## src/rtl/snap_pkg.sv

```systemverilog
// -----------------------------------------------------------------------------
// snap_pkg
// Shared constants and types for the RAM snapshot block (ram_snapshot and
// snap_bank).
//   SNAP_DEPTH   : number of words captured per snapshot
//   SNAP_LAST    : index of the final word of a snapshot walk
//   SNAP_SUM_W   : width of the wrapping checksum
//   DISP_LIMIT   : first display slot number that lies outside the buffer
//   snap_state_t : copy controller states
// -----------------------------------------------------------------------------
package snap_pkg;

    localparam int          SNAP_DEPTH = 32;
    localparam logic [4:0]  SNAP_LAST  = 5'd31;
    localparam int          SNAP_SUM_W = 32;
    localparam logic [5:0]  DISP_LIMIT = 6'd32;

    typedef enum logic {
        S_IDLE = 1'b0,
        S_COPY = 1'b1
    } snap_state_t;

endpackage : snap_pkg

```

## src/rtl/snap_bank.sv

```systemverilog
// -----------------------------------------------------------------------------
// snap_bank
// One snapshot buffer: 2**ADDR_W x DATA_W storage with a synchronous write
// port and a registered read port.
// Ports:
//   clk    in   system clock
//   resetn in   asynchronous active-low reset (read register only)
//   we     in   write enable
//   waddr  in   write address
//   wdata  in   write data
//   raddr  in   read address, sampled every clock
//   rdata  out  registered read data (old contents on a same-address write)
// -----------------------------------------------------------------------------
module snap_bank #(
    parameter int ADDR_W = 5,
    parameter int DATA_W = 32
) (
    input  logic              clk,
    input  logic              resetn,
    input  logic              we,
    input  logic [ADDR_W-1:0] waddr,
    input  logic [DATA_W-1:0] wdata,
    input  logic [ADDR_W-1:0] raddr,
    output logic [DATA_W-1:0] rdata
);

    logic [DATA_W-1:0] mem [2**ADDR_W];

    // NOTE: the storage array has no reset so it maps onto RAM/LUT-RAM; only
    // the read register, which is a visible output, is reset.
    always_ff @(posedge clk) begin
        if (we) begin
            mem[waddr] <= wdata;
        end
    end

    always_ff @(posedge clk or negedge resetn) begin
        if (!resetn) begin
            rdata <= '0;
        end else begin
            rdata <= mem[raddr];
        end
    end

endmodule : snap_bank

```

## src/rtl/ram_snapshot.sv

```systemverilog
// -----------------------------------------------------------------------------
// ram_snapshot
// Copies all 2**ADDR_W words of the sorting core's data RAM into a local
// buffer after a sort completes (rising edge of sort_over) or on a manual
// capture request, and serves that buffer to the LCD display stage with a
// 1-cycle registered read. A wrapping checksum and a saturating count of
// completed snapshots are kept alongside.
//
// Build option: define SNAP_DBUF_EN for two banks (copy into the back bank,
// swap on completion) so the display always reads a complete snapshot.
// Without it a single bank is used and disp_hit is suppressed while copying.
//
// Ports:
//   clk        in   system clock
//   resetn     in   asynchronous active-low reset
//   sort_over  in   sort-complete level; rising edge triggers a capture
//   cap_req    in   single-cycle manual capture request
//   src_addr   out  registered read address to the core's debug RAM port
//   src_data   in   combinational read data for src_addr
//   disp_addr  in   display slot number 0..63
//   disp_data  out  snapshot word for disp_addr, 1 cycle later (0 if >= 32)
//   disp_hit   out  slot in range and snapshot valid when sampled
//   busy       out  high while copying
//   snap_valid out  a complete snapshot is readable
//   snap_sum   out  mod-2^DATA_W sum of the last completed snapshot
//   snap_cnt   out  completed snapshots, saturating
// -----------------------------------------------------------------------------
module ram_snapshot
    import snap_pkg::*;
#(
    parameter int ADDR_W = 5,
    parameter int DATA_W = 32,
    parameter int CNT_W  = 8
) (
    input  logic              clk,
    input  logic              resetn,
    input  logic              sort_over,
    input  logic              cap_req,
    output logic [ADDR_W-1:0] src_addr,
    input  logic [DATA_W-1:0] src_data,
    input  logic [5:0]        disp_addr,
    output logic [DATA_W-1:0] disp_data,
    output logic              disp_hit,
    output logic              busy,
    output logic              snap_valid,
    output logic [DATA_W-1:0] snap_sum,
    output logic [CNT_W-1:0]  snap_cnt
);

    localparam logic [ADDR_W-1:0] IDX_LAST = ADDR_W'(SNAP_LAST);

    snap_state_t       state;
    logic              sort_over_q;
    logic              pending;
    logic [ADDR_W-1:0] idx;
    logic [DATA_W-1:0] acc;

    logic              trig;
    logic              copy_we;
    logic              rd_in_range;
    logic              rd_range_q;
    logic [DATA_W-1:0] bank_rdata;

    assign trig        = (sort_over & ~sort_over_q) | cap_req;
    assign copy_we     = (state == S_COPY);
    assign rd_in_range = (disp_addr < DISP_LIMIT);

`ifdef SNAP_DBUF_EN
    // front selects the bank the display reads; the copy writes the other.
    logic              front;
    logic              rd_sel_q;
    logic [DATA_W-1:0] rdata0;
    logic [DATA_W-1:0] rdata1;
`endif

    // -------------------------------------------------------------------------
    // Copy controller
    // -------------------------------------------------------------------------
    // NOTE: all state here is updated with non-blocking assignments so every
    // register sees the pre-edge value of every other (acc + src_data below
    // relies on that).
    always_ff @(posedge clk or negedge resetn) begin
        if (!resetn) begin
            state       <= S_IDLE;
            sort_over_q <= 1'b0;
            pending     <= 1'b0;
            idx         <= '0;
            src_addr    <= '0;
            acc         <= '0;
            busy        <= 1'b0;
            snap_valid  <= 1'b0;
            snap_sum    <= '0;
            snap_cnt    <= '0;
`ifdef SNAP_DBUF_EN
            front       <= 1'b0;
`endif
        end else begin
            sort_over_q <= sort_over;
            case (state)
                S_IDLE: begin
                    if (trig) begin
                        state    <= S_COPY;
                        idx      <= '0;
                        src_addr <= '0;
                        acc      <= '0;
                        busy     <= 1'b1;
                    end
                end
                S_COPY: begin
                    // src_addr tracks idx, so src_data is the word for idx.
                    idx      <= idx + 1'b1;
                    src_addr <= src_addr + 1'b1;
                    acc      <= acc + src_data;
`ifndef SNAP_DBUF_EN
                    // The only bank is being overwritten from here on.
                    if (idx == '0) begin
                        snap_valid <= 1'b0;
                    end
`endif
                    if (idx == IDX_LAST) begin
                        snap_sum   <= acc + src_data;
                        snap_valid <= 1'b1;
                        if (snap_cnt != '1) begin
                            snap_cnt <= snap_cnt + 1'b1;
                        end
`ifdef SNAP_DBUF_EN
                        front <= ~front;
`endif
                        // A trigger on the completion edge counts as pending;
                        // idx and src_addr wrap to 0 on their own.
                        if (pending || trig) begin
                            pending <= 1'b0;
                            acc     <= '0;
                        end else begin
                            state <= S_IDLE;
                            busy  <= 1'b0;
                        end
                    end else if (trig) begin
                        pending <= 1'b1;
                    end
                end
                default: state <= S_IDLE;
            endcase
        end
    end

    // -------------------------------------------------------------------------
    // Display read side
    // -------------------------------------------------------------------------
    always_ff @(posedge clk or negedge resetn) begin
        if (!resetn) begin
            disp_hit   <= 1'b0;
            rd_range_q <= 1'b0;
`ifdef SNAP_DBUF_EN
            rd_sel_q   <= 1'b0;
`endif
        end else begin
            rd_range_q <= rd_in_range;
`ifdef SNAP_DBUF_EN
            rd_sel_q   <= front;
            disp_hit   <= rd_in_range & snap_valid;
`else
            disp_hit   <= rd_in_range & snap_valid & ~busy;
`endif
        end
    end

`ifdef SNAP_DBUF_EN
    snap_bank #(.ADDR_W(ADDR_W), .DATA_W(DATA_W)) u_bank0 (
        .clk    (clk),
        .resetn (resetn),
        .we     (copy_we & front),
        .waddr  (idx),
        .wdata  (src_data),
        .raddr  (disp_addr[ADDR_W-1:0]),
        .rdata  (rdata0)
    );

    snap_bank #(.ADDR_W(ADDR_W), .DATA_W(DATA_W)) u_bank1 (
        .clk    (clk),
        .resetn (resetn),
        .we     (copy_we & ~front),
        .waddr  (idx),
        .wdata  (src_data),
        .raddr  (disp_addr[ADDR_W-1:0]),
        .rdata  (rdata1)
    );

    // Select with the bank choice captured alongside the read address, so a
    // swap on the same edge cannot mix banks.
    assign bank_rdata = rd_sel_q ? rdata1 : rdata0;
`else
    snap_bank #(.ADDR_W(ADDR_W), .DATA_W(DATA_W)) u_bank (
        .clk    (clk),
        .resetn (resetn),
        .we     (copy_we),
        .waddr  (idx),
        .wdata  (src_data),
        .raddr  (disp_addr[ADDR_W-1:0]),
        .rdata  (bank_rdata)
    );
`endif

    // NOTE: combinational outputs get a default on every path so no latch is
    // inferred.
    always_comb begin
        disp_data = '0;
        if (rd_range_q) begin
            disp_data = bank_rdata;
        end
    end

endmodule : ram_snapshot

```

## config.mk

```make
export PLATFORM = sky130hd
export DESIGN_NAME = ram_snapshot
export DESIGN_NICKNAME = d
export VERILOG_FILES = /design/src/rtl/snap_pkg.sv /design/src/rtl/snap_bank.sv /design/src/rtl/ram_snapshot.sv
export SDC_FILE = /design/constraint.sdc
export NUM_CORES = 1
export LEC_CHECK = 0
export CELL_PAD_IN_SITES_DETAIL_PLACEMENT = 1
export CELL_PAD_IN_SITES_GLOBAL_PLACEMENT = 1
export CORE_MARGIN = 2
export CORE_UTILIZATION = 53
export DETAILED_ROUTE_END_ITERATION = 8
export PLACE_DENSITY_LB_ADDON = 0.1
export SLEW_MARGIN = 20
export SYNTH_ARGS = -nofsm -noshare
export SYNTH_HDL_FRONTEND = slang
export SYNTH_HIERARCHICAL = 1
export SYNTH_SLANG_ARGS = --single-unit
```

## constraint.sdc

```tcl
create_clock -name clk -period 4 [get_ports clk]
set_clock_uncertainty 0.05 [all_clocks]
set_input_delay 0.6 -clock clk [delete_from_list [all_inputs] [get_ports clk]]
set_output_delay 0.6 -clock clk [all_outputs]
set_load 0.03 [all_outputs]
```

Word-level counts from Yosys, hierarchy flattened:

Memory sizes are Yosys's and may differ from the RTL's. A register that Yosys moved wholly into a read port is not among the register bits.
Cells that the tools add are included.

* add/sub/neg operators: 4
* $lt $le $gt $ge: 1
* eq/ne operators: 6
* muxes and demuxes: 22
* bitwise operators: 7
* reductions and logical operators: 10

Operator list (count)
* 32-bit 2-to-1 mux: 4
* 32-bit one-hot mux with 2 select lines: 1
* 32-bit adder: 1
* 5-bit one-hot mux with 2 select lines: 2
* 1-bit 2-to-1 mux: 12
* 5-bit by 1-bit adder with 5-bit output, second input constant: 2
* 3-bit AND reduction: 3
* 8-bit by 1-bit adder with 8-bit output, second input constant: 1
* 8-bit inequality test, second input constant: 1
* 6-bit < comparator, second input constant: 1
* 5-bit equality test, second input constant: 1
* 5-bit logical NOT: 1
* 5-bit 2-to-1 mux: 1
* 2-bit by 1-bit inequality test with 1-bit output, second input constant: 2
* 2-bit inequality test, second input constant: 2
* 1-bit one-hot mux with 2 select lines: 2
* 2-bit AND reduction: 2
* 2-bit nonzero test: 2
* 1-bit bitwise AND: 3
* 1-bit inverter: 3
* 1-bit logical NOT: 1
* 1-bit logical OR: 1
* 1-bit OR: 1

* flip-flop bits (word level): 89
* memory bits (writable): 1024
* output and inout bits: 80
* word-level logic and storage cells: 63
* memories: 1

Memories
* u_bank.mem: words 32, bits a word 32, read ports 1, clocked after memory_dff 1, write ports 1, line snap_bank.sv:27 `logic [DATA_W-1:0] mem [2**ADDR_W];`

Logic depth before layout (Yosys ltp):

* word-level depth: 7
* mapped depth: 10
* mapped depth without buffers: 10

Hierarchy:

The synthesis kept the hierarchy.

Modules (own cells, without submodules)
* snap_bank: times used 1, cells an instance 2260, area each 40647.7 sq um, sequential area each 31550.3 sq um
* ram_snapshot: times used 1, cells an instance 516, area each 5331.4 sq um, sequential area each 2227.1 sq um

Worst setup path before layout:

No wires, ideal clock.

* path kind: input to register
* from: in src_data[0]
* to: reg snap_sum[28]
* arrival: 2841 ps
* data required time: 3825 ps
* slack: 984 ps
* stages: 10
* cell sequence: ha_1 -> fa_1 -> a21o_1 -> a21oi_4 -> o211ai_4 -> a211oi_2 -> a22oi_2 -> a221o_1 -> xor2_1 -> mux2_2

* cells in the longest elaborated chain, start to end: 1

RTL lines
* from (decl): line ram_snapshot.sv:40 `input logic [DATA_W-1:0] src_data,`
* 32-bit adder: line ram_snapshot.sv:121 `snap_sum <= acc + src_data;`
* to (signal assigned): line ram_snapshot.sv:121
* to (decl): line ram_snapshot.sv:46 `output logic [DATA_W-1:0] snap_sum,`

Every way passes these cells.
A chain may end at the register's enable or synchronous reset.

Worst setup path after layout:

* from: in src_data[2]
* to: reg snap_sum[19]

Same word-level chain as after synthesis.

==> qor.yml <==
final_cells: 4273
ys_seq_elements: 1145
cts_sinks: 1145
critPathArrivalTime_ns: 3.78
placed_cell_area_mm2: 0.0496
vias_per_cell: 6.21
vdd_drop_max_v: 0.000504
synth_edf_count: 1024
drive_gt1_frac: 0.132
die_y_um: 299
post_drt_wl_per_cell_um: 31.2
tightest_slew_ns: 0.943
clkLatencyLatePin_ns: 0.70
endpoint_kind: "flip-flop"
overflow: 0
rsz0062_at_grt: "false"
vias: 26600
final_common_cell: "edfxtp_1"
cts_buffer_depth: 3
drc: 0
nFillCells: 7629
async_flop_share: 0.106
hold_path.class: "in2reg"
synth_nets: 2855
synth_area_per_cell_um2: 16.6
die-area_mm2: 0.0891
nets: 3092
maxSlewViolCount: 0
path_common_cell: "buf_4"
syn_area_mm2: 0.0460
timing.final.ws_setup_ns: 0.752
tns_ns: 0
critPathLaunchType: "primary input"
syn_inst: 2776
dp_slack_ns: 0.130
num_rows: 108
hold_viol_final: 0
dp_cells: 4050
synth_top_cell_by_area: "edfxtp_1"
area_growth_pct: 16.4
cellPowerDensity_mw_per_mm2: 618
drt_wl_total_um: 133000
status: "finished, final reports clean"
core_mm2: 0.0863
fmax_mhz: 308
drt_iter0_drc: 2504
critPathMaxStageDelay_ns: 0.46
synth_cell_type_count: 68
synth_seq_area_share: 0.735
antenna_found_initial: 4
relSlewSlack: 0.370
setup_viol: 0
clk_pin_slew_ns: 0.06
numCtsBuffers: 115
dieWidth_um: 299
fin_util: 0.620
fin_crit_ns: 3.25
cap_violations: 0
htree_levels: 3
cts_tree: "done"
ys.flop_type: "edfxtp_1"
criticalPathCategory: "in2reg"
numPortBuffers: 121
min_period_over_period: 0.812
routabilityCongestion: 0.846
worst_path_max_delay_cell: "clkdlybuf4s50_1"
layout_common_cells: "1,024 x edfxtp_1, 514 x mux2i_1, 138 x nand2_1, 133 x a21oi_1, 121 x dfrtp_1"
p_leak_nw: 19.4
start_util: 0.532
grt_pass1_wl_um: 193000
track_usage: 0.299
ctsResizeCount: 0
crit_chain: "clkdlybuf4s50_1, buf_4, ha_1, o211ai_1, o211ai_2, buf_4, a41o_1, a31o_2, a31oi_1, o21bai_1, xor2_1, mux2_2"
netlist.area_leader.share: 0.669
cts-root-buf: "clkbuf_16"
post-dp-hpwl_um: 77800
grt_max_degree: 64
dr.pass1.iters: 5
ys_warn_count: 6
io_pins: 122
grt_pass1_vias: 28500
final_design_area_no_fill_mm2: 0.0535
final_antenna_net_count: 0
cp.required_ns: 4.53
ys_top_cells_by_area: "edfxtp_1 67%, mux2i_1 11%, dfrtp_1 6.6%, a22o_1 1.7%, a22oi_1 1.6%"
worstPathMaxFanout: 33
cell usage after synthesis, drive strengths merged, types with 2 or more instances:
cell type,instances
a211o,3
a211oi,8
a21o,24
a21oi,135
a22o,90
a22oi,99
a31o,2
a31oi,33
and2,37
and3,6
buf,83
clkbuf,66
dfrtp,121
edfxtp,1024
ha,36
inv,7
mux2,30
mux2i,514
nand2,140
nand2b,8
nand3,108
nand3b,5
nand4,8
nor2,47
nor2b,4
nor3,36
nor3b,3
o211ai,5
o21a,2
o21ai,29
o21bai,3
or2,2
or3,2
or3b,3
xnor2,19
xor2,18
report_power, final:
| part | total [W] | leakage, nW | internal [W] | switching (W) |
|---|---|---|---|---|
| combinational | 0.00673 | 6.85 | 0.00243 | 0.00430 |
| sequential | 0.0153 | 10.7 | 0.0147 | 0.000631 |
| clock | 0.0110 | 1.90 | 0.00640 | 0.00465 |
| total | 0.0331 | 19.4 | 0.0235 | 0.00959 |
worst paths after layout:
kind	from	end	slack [ns]	cells after the start
min in group asynchronous	resetn	u_bank/rdata[28]	0.41	2
setup / recovery	src_data[2]	snap_sum[19]	0.75	12
hold reg to reg	src_addr[4]	src_addr[4]	0.43	1
setup reg to reg	acc[0]	snap_sum[28]	1.00	11
hold / removal	sort_over	sort_over_q	0.38	1
max in group asynchronous	resetn	u_bank/rdata[5]	2.61	3
registers in the layout, indices dropped and copies added (netlist names), 5 cells and up:
register	flops
idx	5
src_addr	5
snap_sum	32
u_bank/mem	1024
snap_cnt	8
u_bank/rdata	32
acc	32
cells by family after synthesis:
family | count (synthesis) | share of synthesized area
DFF | 1145 | 0.735
muxes | 544 | 0.119
AOI/OAI and AO/OA | 444 | 0.0669
and+or+nand+nor | 413 | 0.0428
buffers and inverters | 156 | 0.0192
xor gates and xnor gates | 37 | 0.00705
adders and majority gates | 37 | 0.0102
critical path, delay by kind of cell:
family          cells  cell delay, ns
xor+xnor            1            0.16
fa+ha+maj           1            0.36
buf+inv             3            0.98
compound gates      6            1.37
mux                 1            0.27
cell type report:
class	count	area, um^2	share of cell area
Clock buffer	148	3100	0.0580
Clock inverter	72	772	0.0144
Multi-Input combinational cell	1475	11600	0.217
Inverter	7	26.3	0.000491
Tap cell	1155	1450	0.0270
Sequential cell	1145	33800	0.631
Timing Repair Buffer	269	2780	0.0520
Antenna cell	2	5.00	0.0000935
layer usage:
metal | global-route usage | vias to the layer above | wire length, um
li1 | - | 11400 | -
met1 | 0.392 | 13900 | 52800
met2 | 0.511 | 1090 | 66900
met3 | 0.0474 | 234 | 9340
met4 | 0.102 | 4 | 4290
met5 | 0 | - | 23
stage by stage:
| step | power (W) | hold WS, ns |
|---|---|---|
| after floorplan | 0.0192 | 0.254 |
| after global placement | 0.0219 | 0.417 |
| after detailed placement | 0.0222 | 0.425 |
| after CTS | 0.0332 | 0.350 |
| after global routing | 0.0342 | 0.375 |
| final | 0.0331 | 0.376 |
repair_timing:
item,in CTS,in global routing
hold endpoints to repair,55,0
setup buffers,0,0
hold buffers,1,0
No activity file was read; power rests on OpenSTA's default activity.
